`src/rtl/mux_scan_ctrl.sv`:
```
// mux_scan_ctrl: drives a word onto an 8:1 mux, scans every select, serializes y and checks the loopback
module mux_scan_ctrl #(
   parameter int DWELL = 1
) (
   input  logic       clk,
   input  logic       rst,
   input  logic       in_valid,
   output logic       in_ready,
   input  logic [7:0] in_data,
   output logic [7:0] i_out,
   output logic [2:0] sel_out,
   input  logic       y_in,
   output logic       ser_valid,
   output logic       ser_bit,
   output logic       ser_last,
   output logic [7:0] rx_word,
   output logic       done,
   output logic       mismatch
);
   localparam int DW = (DWELL > 1) ? $clog2(DWELL) : 1;
   localparam logic [DW-1:0] DMAX = DW'(DWELL - 1);

   typedef enum logic [1:0] {IDLE, SCAN, DONE} state_t;

   state_t        state_q, state_d;
   logic [7:0]    i_out_q, i_out_d;
   logic [2:0]    sel_q, sel_d;
   logic [7:0]    rx_q, rx_d;
   logic [DW-1:0] dwell_q, dwell_d;
   logic          ser_valid_q, ser_valid_d;
   logic          ser_bit_q, ser_bit_d;
   logic          ser_last_q, ser_last_d;
   logic          done_q, done_d;
   logic          mismatch_q, mismatch_d;

   always_comb begin
      state_d     = state_q;
      i_out_d     = i_out_q;
      sel_d       = sel_q;
      rx_d        = rx_q;
      dwell_d     = dwell_q;
      ser_valid_d = 1'b0;
      ser_bit_d   = ser_bit_q;
      ser_last_d  = 1'b0;
      done_d      = 1'b0;
      mismatch_d  = mismatch_q;
      unique case (state_q)
         IDLE: if (in_valid) begin
            i_out_d    = in_data;
            sel_d      = 3'd0;
            dwell_d    = '0;
            rx_d       = 8'h00;
            mismatch_d = 1'b0;
            state_d    = SCAN;
         end
         SCAN: if (dwell_q == DMAX) begin
            // sample only after the mux has had the full dwell to settle on this select
            ser_bit_d   = y_in;
            ser_valid_d = 1'b1;
            ser_last_d  = (sel_q == 3'd7);
            rx_d[sel_q] = y_in;
            dwell_d     = '0;
            state_d     = (sel_q == 3'd7) ? DONE : SCAN;
            sel_d       = (sel_q == 3'd7) ? sel_q : sel_q + 3'd1;
         end else begin
            dwell_d = dwell_q + 1'b1;
         end
         DONE: begin
            done_d     = 1'b1;
            mismatch_d = (rx_q != i_out_q);
            state_d    = IDLE;
         end
         default: state_d = IDLE;
      endcase
   end

   always_ff @(posedge clk) begin
      if (rst) begin
         state_q     <= IDLE;
         i_out_q     <= 8'h00;
         sel_q       <= 3'd0;
         rx_q        <= 8'h00;
         dwell_q     <= '0;
         ser_valid_q <= 1'b0;
         ser_bit_q   <= 1'b0;
         ser_last_q  <= 1'b0;
         done_q      <= 1'b0;
         mismatch_q  <= 1'b0;
      end else begin
         state_q     <= state_d;
         i_out_q     <= i_out_d;
         sel_q       <= sel_d;
         rx_q        <= rx_d;
         dwell_q     <= dwell_d;
         ser_valid_q <= ser_valid_d;
         ser_bit_q   <= ser_bit_d;
         ser_last_q  <= ser_last_d;
         done_q      <= done_d;
         mismatch_q  <= mismatch_d;
      end
   end

   assign in_ready  = (state_q == IDLE);
   assign i_out     = i_out_q;
   assign sel_out   = sel_q;
   assign rx_word   = rx_q;
   assign ser_valid = ser_valid_q;
   assign ser_bit   = ser_bit_q;
   assign ser_last  = ser_last_q;
   assign done      = done_q;
   assign mismatch  = mismatch_q;
endmodule

```
`config.mk`:
```
export PLATFORM = sky130hd
export DESIGN_NAME = mux_scan_ctrl
export DESIGN_NICKNAME = d
export VERILOG_FILES = /design/src/rtl/mux_scan_ctrl.sv
export SDC_FILE = /design/constraint.sdc
export NUM_CORES = 1
export LEC_CHECK = 0
export ABC_AREA = 1
export CAP_MARGIN = 20
export CORE_ASPECT_RATIO = 2
export CORE_MARGIN = 4
export CORE_UTILIZATION = 35
export DETAILED_ROUTE_END_ITERATION = 7
export PLACE_DENSITY = 0.75
export SETUP_SLACK_MARGIN = 0.1
export SYNTH_ARGS = -nofsm -noshare
export SYNTH_HDL_FRONTEND = slang
export SYNTH_SLANG_ARGS = --single-unit
```
`constraint.sdc`:
```
create_clock -name clk -period 1.2 [get_ports clk]
set_input_delay 0.24 -clock clk [delete_from_list [all_inputs] [get_ports clk]]
set_output_delay 0.24 -clock clk [all_outputs]
set_load 0.005 [all_outputs]
```
* Word-level counts from Yosys, hierarchy flattened
Index checks and enable logic that the tools add are counted.
Word-level totals: output and inout port bits 25, flip-flop bits (word level) 27, input port bits 12, logic and storage cells 56, bits in writable memories 0, ROM bits 0, latch bits 0, memories kept 0
Cells by class: equality and inequality tests 7, multipliers 0, $lt $le $gt $ge 2, $add $sub $neg 2, bitwise logic cells 2, div/mod/pow operators 0, shift operators 0, muxes and demuxes 20, reductions and logical operators 13
Operator list (count):
- $mux 8 | 2
- $pmux 8 s2 | 1
- $reduce_and 2->1 | 5
- $mux 3 | 3
- $bwmux 8 | 1
- $ne 8x8->1 | 1
- $mux 2 | 3
- $ne 2x2->1 const B | 3
- $pmux 3 s2 | 1
- $mux 1 | 5
- $lt 3x4->1 const B | 1
- $pmux 1 s2 | 2
- $pmux 2 s2 | 1
- $reduce_and 4->1 | 1
- $reduce_bool 2->1 | 2
- $add 3x1->3 const B | 1
- $demux 1 s3 | 1
- $eq 3x3->1 const B | 1
- $ge 3x1->1 const B | 1
- $reduce_and 3->1 | 1
- $reduce_or 3->1 | 1
- $eq 2x1->1 const B | 1
- $eq 2x2->1 const B | 1
- $logic_not 2->1 | 1
- other kinds (4) | 5

* Longest topological paths before layout
depth in word-level cells 7, mapped depth 7, depth with buffers taken out 7

* Least setup slack after synthesis
OpenSTA, ideal clock, no wires.
kind register to register, start point reg sel_q[0] (netlist: sel_out[0]), end point reg sel_q[1] (netlist: sel_out[1]), arrival time 1.125 ns, buffers on the path 0, cell stages (with the launch flop) 7, setup time 0.117 ns, path slack -0.042 ns, data required time 1.083 ns, clock period less this slack 1.242 ns, cells stage by stage dfxtp_1 -> ha_1 -> ha_1 -> o21ai_4 -> inv_2 -> nand2_2 -> a21oi_1
On the way: word-level cells in the longest chain between the ends 4, elaborated cells on any way between the ends 7, classes of those cells 1 x add/sub; 2 x eq/ne; 3 x mux; 1 x reduce/logical
RTL lines:
- start, declared | line 27 | logic [2:0] sel_q, sel_d;
- start signal, assigned | line 92 | sel_q <= sel_d;
- $add 3x1->3 | line 64 | sel_d = (sel_q == 3'd7) ? sel_q : sel_q + 3'd1;
- $mux 3 | line 64
- $mux 3 | line 56 | SCAN: if (dwell_q == DMAX) begin
- $pmux 3 s2 | line 47 | unique case (state_q)
Parallel ways exist; a longest one is shown, timed or not. The select of a mux whose other input is x is not followed. A chain may end at the register's enable or synchronous reset.

* Final worst setup path
start point reg sel_q[1] (netlist: sel_out[1]), end point reg sel_q[2] (netlist: sel_out[2])
The elaborated chain is that of the path after synthesis.

==> flow_summary.toml <==
[run_status]
status = "finished, violations left"
violations = "setup timing"

[placement]
place_ws_ns = -0.170
io_buffers = 36
gp_congestion = 0.801
dpl_cell_area_um2 = 1670
hpwl_mm = 2.19

[synth]
yosysWarnings = 0
synth_cell_types = 20
synth_nets = 170
synth_area_per_cell_um2 = 7.45
syn_inst = 156
synth_enable_flop_cells = 0
synth_area_um2 = 1160
ys_top_cells_by_area = "dfxtp_1 45%, nand2_1 12%, nor2_1 7.4%"
yosysTopAreaCellShare = 0.448
synthArstFlopShare = 0
netlist_top_cells_count = "37 x nand2_1, 26 x dfxtp_1, 23 x nor2_1"
synth_top_area_cell = "dfxtp_1"
synth-seq-area-share = 0.448
synthFlopType = "dfxtp_1"
ys_ff_latch = 26
yosysMostFrequentCell = "nand2_1"

[global_route]
grt_max_degree = 22
grt-ovfl-total = 0
antenna_found_initial = 0
grt_use_total = 0.154
grt_pass1_vias = 1216
grt_pass1_wl_mm = 5.32

[power]
pwr-share-comb = 0.247
p_seq_frac = 0.471
switching_share = 0.264
power_frac_clock = 0.282
p_sw_mw = 0.527
p_per_area_nw_per_um2 = 1010
p_int_mw = 1.47
peakVddDrop_v = 0.000769
p_leak_nw = 0.878
power_mw = 2.00

[floorplanning]
dieArea_um2 = 4360
ios = 37
core-area_um2 = 3190
die_w_um = 48.8
die_y_um = 89.5
row_count = 29
initial_core_util = 0.364

[worst_hold_path]
min_path_type = "reg2reg"
hold_start = "ser_bit"

[timing]
period_needed_ns = 1.26
drv_slew = 0
hold_viol_final = 0
fin_crit_sh = 1.05
fin_ws_ns = -0.0645
worst_slew_pin_slew_ns = 0.267
setup_viol = 6
slew-limit-headroom = 0.821
max_freq_mhz = 791
rsz0062_at_grt = "true"
fin_skew_ns = 0.00156

[drt]
vias = 1234
drt_wl_total_mm = 3.21
firstDrtPassIters = 4
drtIter0Drc = 5
vias_per_cell = 4.71
detail-route-antenna-nets = 0
drc = 0
wl_per_cell_um = 12.2

[worst_setup_path]
cp-end-kind = "flip-flop"
crit_start = "sel_out[1]"
critPathKind = "reg2reg"
critical_path.max_fanout = 3
arrival_ns = 1.43
startpoint_type = "flip-flop"
r2r_start = "sel_out[1]"
cp.required_ns = 1.36

[layout]
n_antenna_cell = 0
layout-drive-gt1-share = 0.390
utilization = 0.622
design_area_um2 = 1990
syn_to_final_growth_pct = 70.8
nets = 246

[cts]
clk_path_buf_depth = 2
cts_sinks = 26
cts_tree = "yes"
root_buffer = "clkbuf_8"
clk_pin_slew_ns = 0.09
cts_buffers = 3
clock_latency_ns = 0.27
cts_max_level = 1

[run]
drv_cap = 0
[final timing paths]
check / endpoint / slack, ns / depth (start not counted)
setup reg to reg: sel_out[2] / -0.06 / 7
setup / recovery: sel_out[2] / -0.06 / 7
hold / removal: ser_bit / 0.48 / 2
hold reg to reg: ser_bit / 0.48 / 2
[critical path: stages (launching register included)]
cell and delay [ns]:
dfxtp_4 0.35, buf_6 0.12, ha_4 0.15, ha_4 0.16
o21ai_4 0.15, inv_2 0.07, nand2_2 0.08, a21oi_1 0.07
[logic make-up after synthesis]
logic type               count (synthesis)  synth area share
AND/OR/NAND/NOR                         70             0.266
flip-flops                              26             0.448
buffers and inverters                   21            0.0818
XOR/XNOR                                 3            0.0226
AO/OA/AOI/OAI                           34             0.160
adder cells (fa/ha/maj)                  2            0.0215
[through the flow]
step / cells / TNS (ns) / hold slack [ns]
floorplan: 156 / 0 / 0.309
global placement: 235 / -1.64 / 0.464
detailed placement: 235 / -1.95 / 0.473
CTS: 258 / -0.217 / 0.478
global route: 262 / -1.14 / 0.499
finish: 262 / -0.224 / 0.477
[repair_timing]
item,CTS,global route
setup endpoints to repair,40,39
hold buffers,0,0
setup buffers,19,4
gates resized for setup,62,32
pin swaps,7,7
gates cloned,0,0
[metal layers]
metal / vias to the layer above / share of wire / global-route usage
met5: - / 0 / 0
met4: 0 / 0.031 / 0.0858
met3: 9 / 0.025 / 0.0184
met2: 23 / 0.57 / 0.294
met1: 563 / 0.38 / 0.157
li1: 639 / - / -
[registers in the layout, summed over array words and instances (netlist names)]
| register | count |
|---|---|
| i_out | 8 |
| ser_bit | 1 |
| state_q | 2 |
| ser_last | 1 |
| rx_word | 8 |
| sel_out | 3 |
| mismatch | 1 |
| ser_valid | 1 |
| done | 1 |
[power by group through the flow]
stage / logic, mW / registers (mW) / clock network (mW)
after global placement: 0.382 / 0.969 / 0
after CTS: 0.449 / 0.938 / 0.573
after global routing: 0.545 / 0.949 / 0.606
final: 0.494 / 0.940 / 0.564
after floorplan: 0.176 / 0.976 / 0
after detailed placement: 0.386 / 0.970 / 0
[placed cells by master (no fill, tap or decap), drive strengths merged]
master	netlist	routed
ha	2	2
inv	18	18
nor3	1	1
a21oi	15	15
dlygate4sd2	0	4
nand3	2	2
clkbuf	0	5
a31oi	1	1
clkdlybuf4s50	0	11
nand2	40	40
o21ai	18	18
nor2	27	27
xnor2	3	3
dfxtp	26	26
clkdlybuf4s15	0	18
buf	3	40
[cell type report]
cell class,count,area [um^2]
sequential,26,554
tap,31,38.8
inverter,18,70.1
clock buffer,4,55.1
fill,270,1210
timing repair buffer,74,654
multi-input combinational,109,613
(Power assumes the default switching activity.)
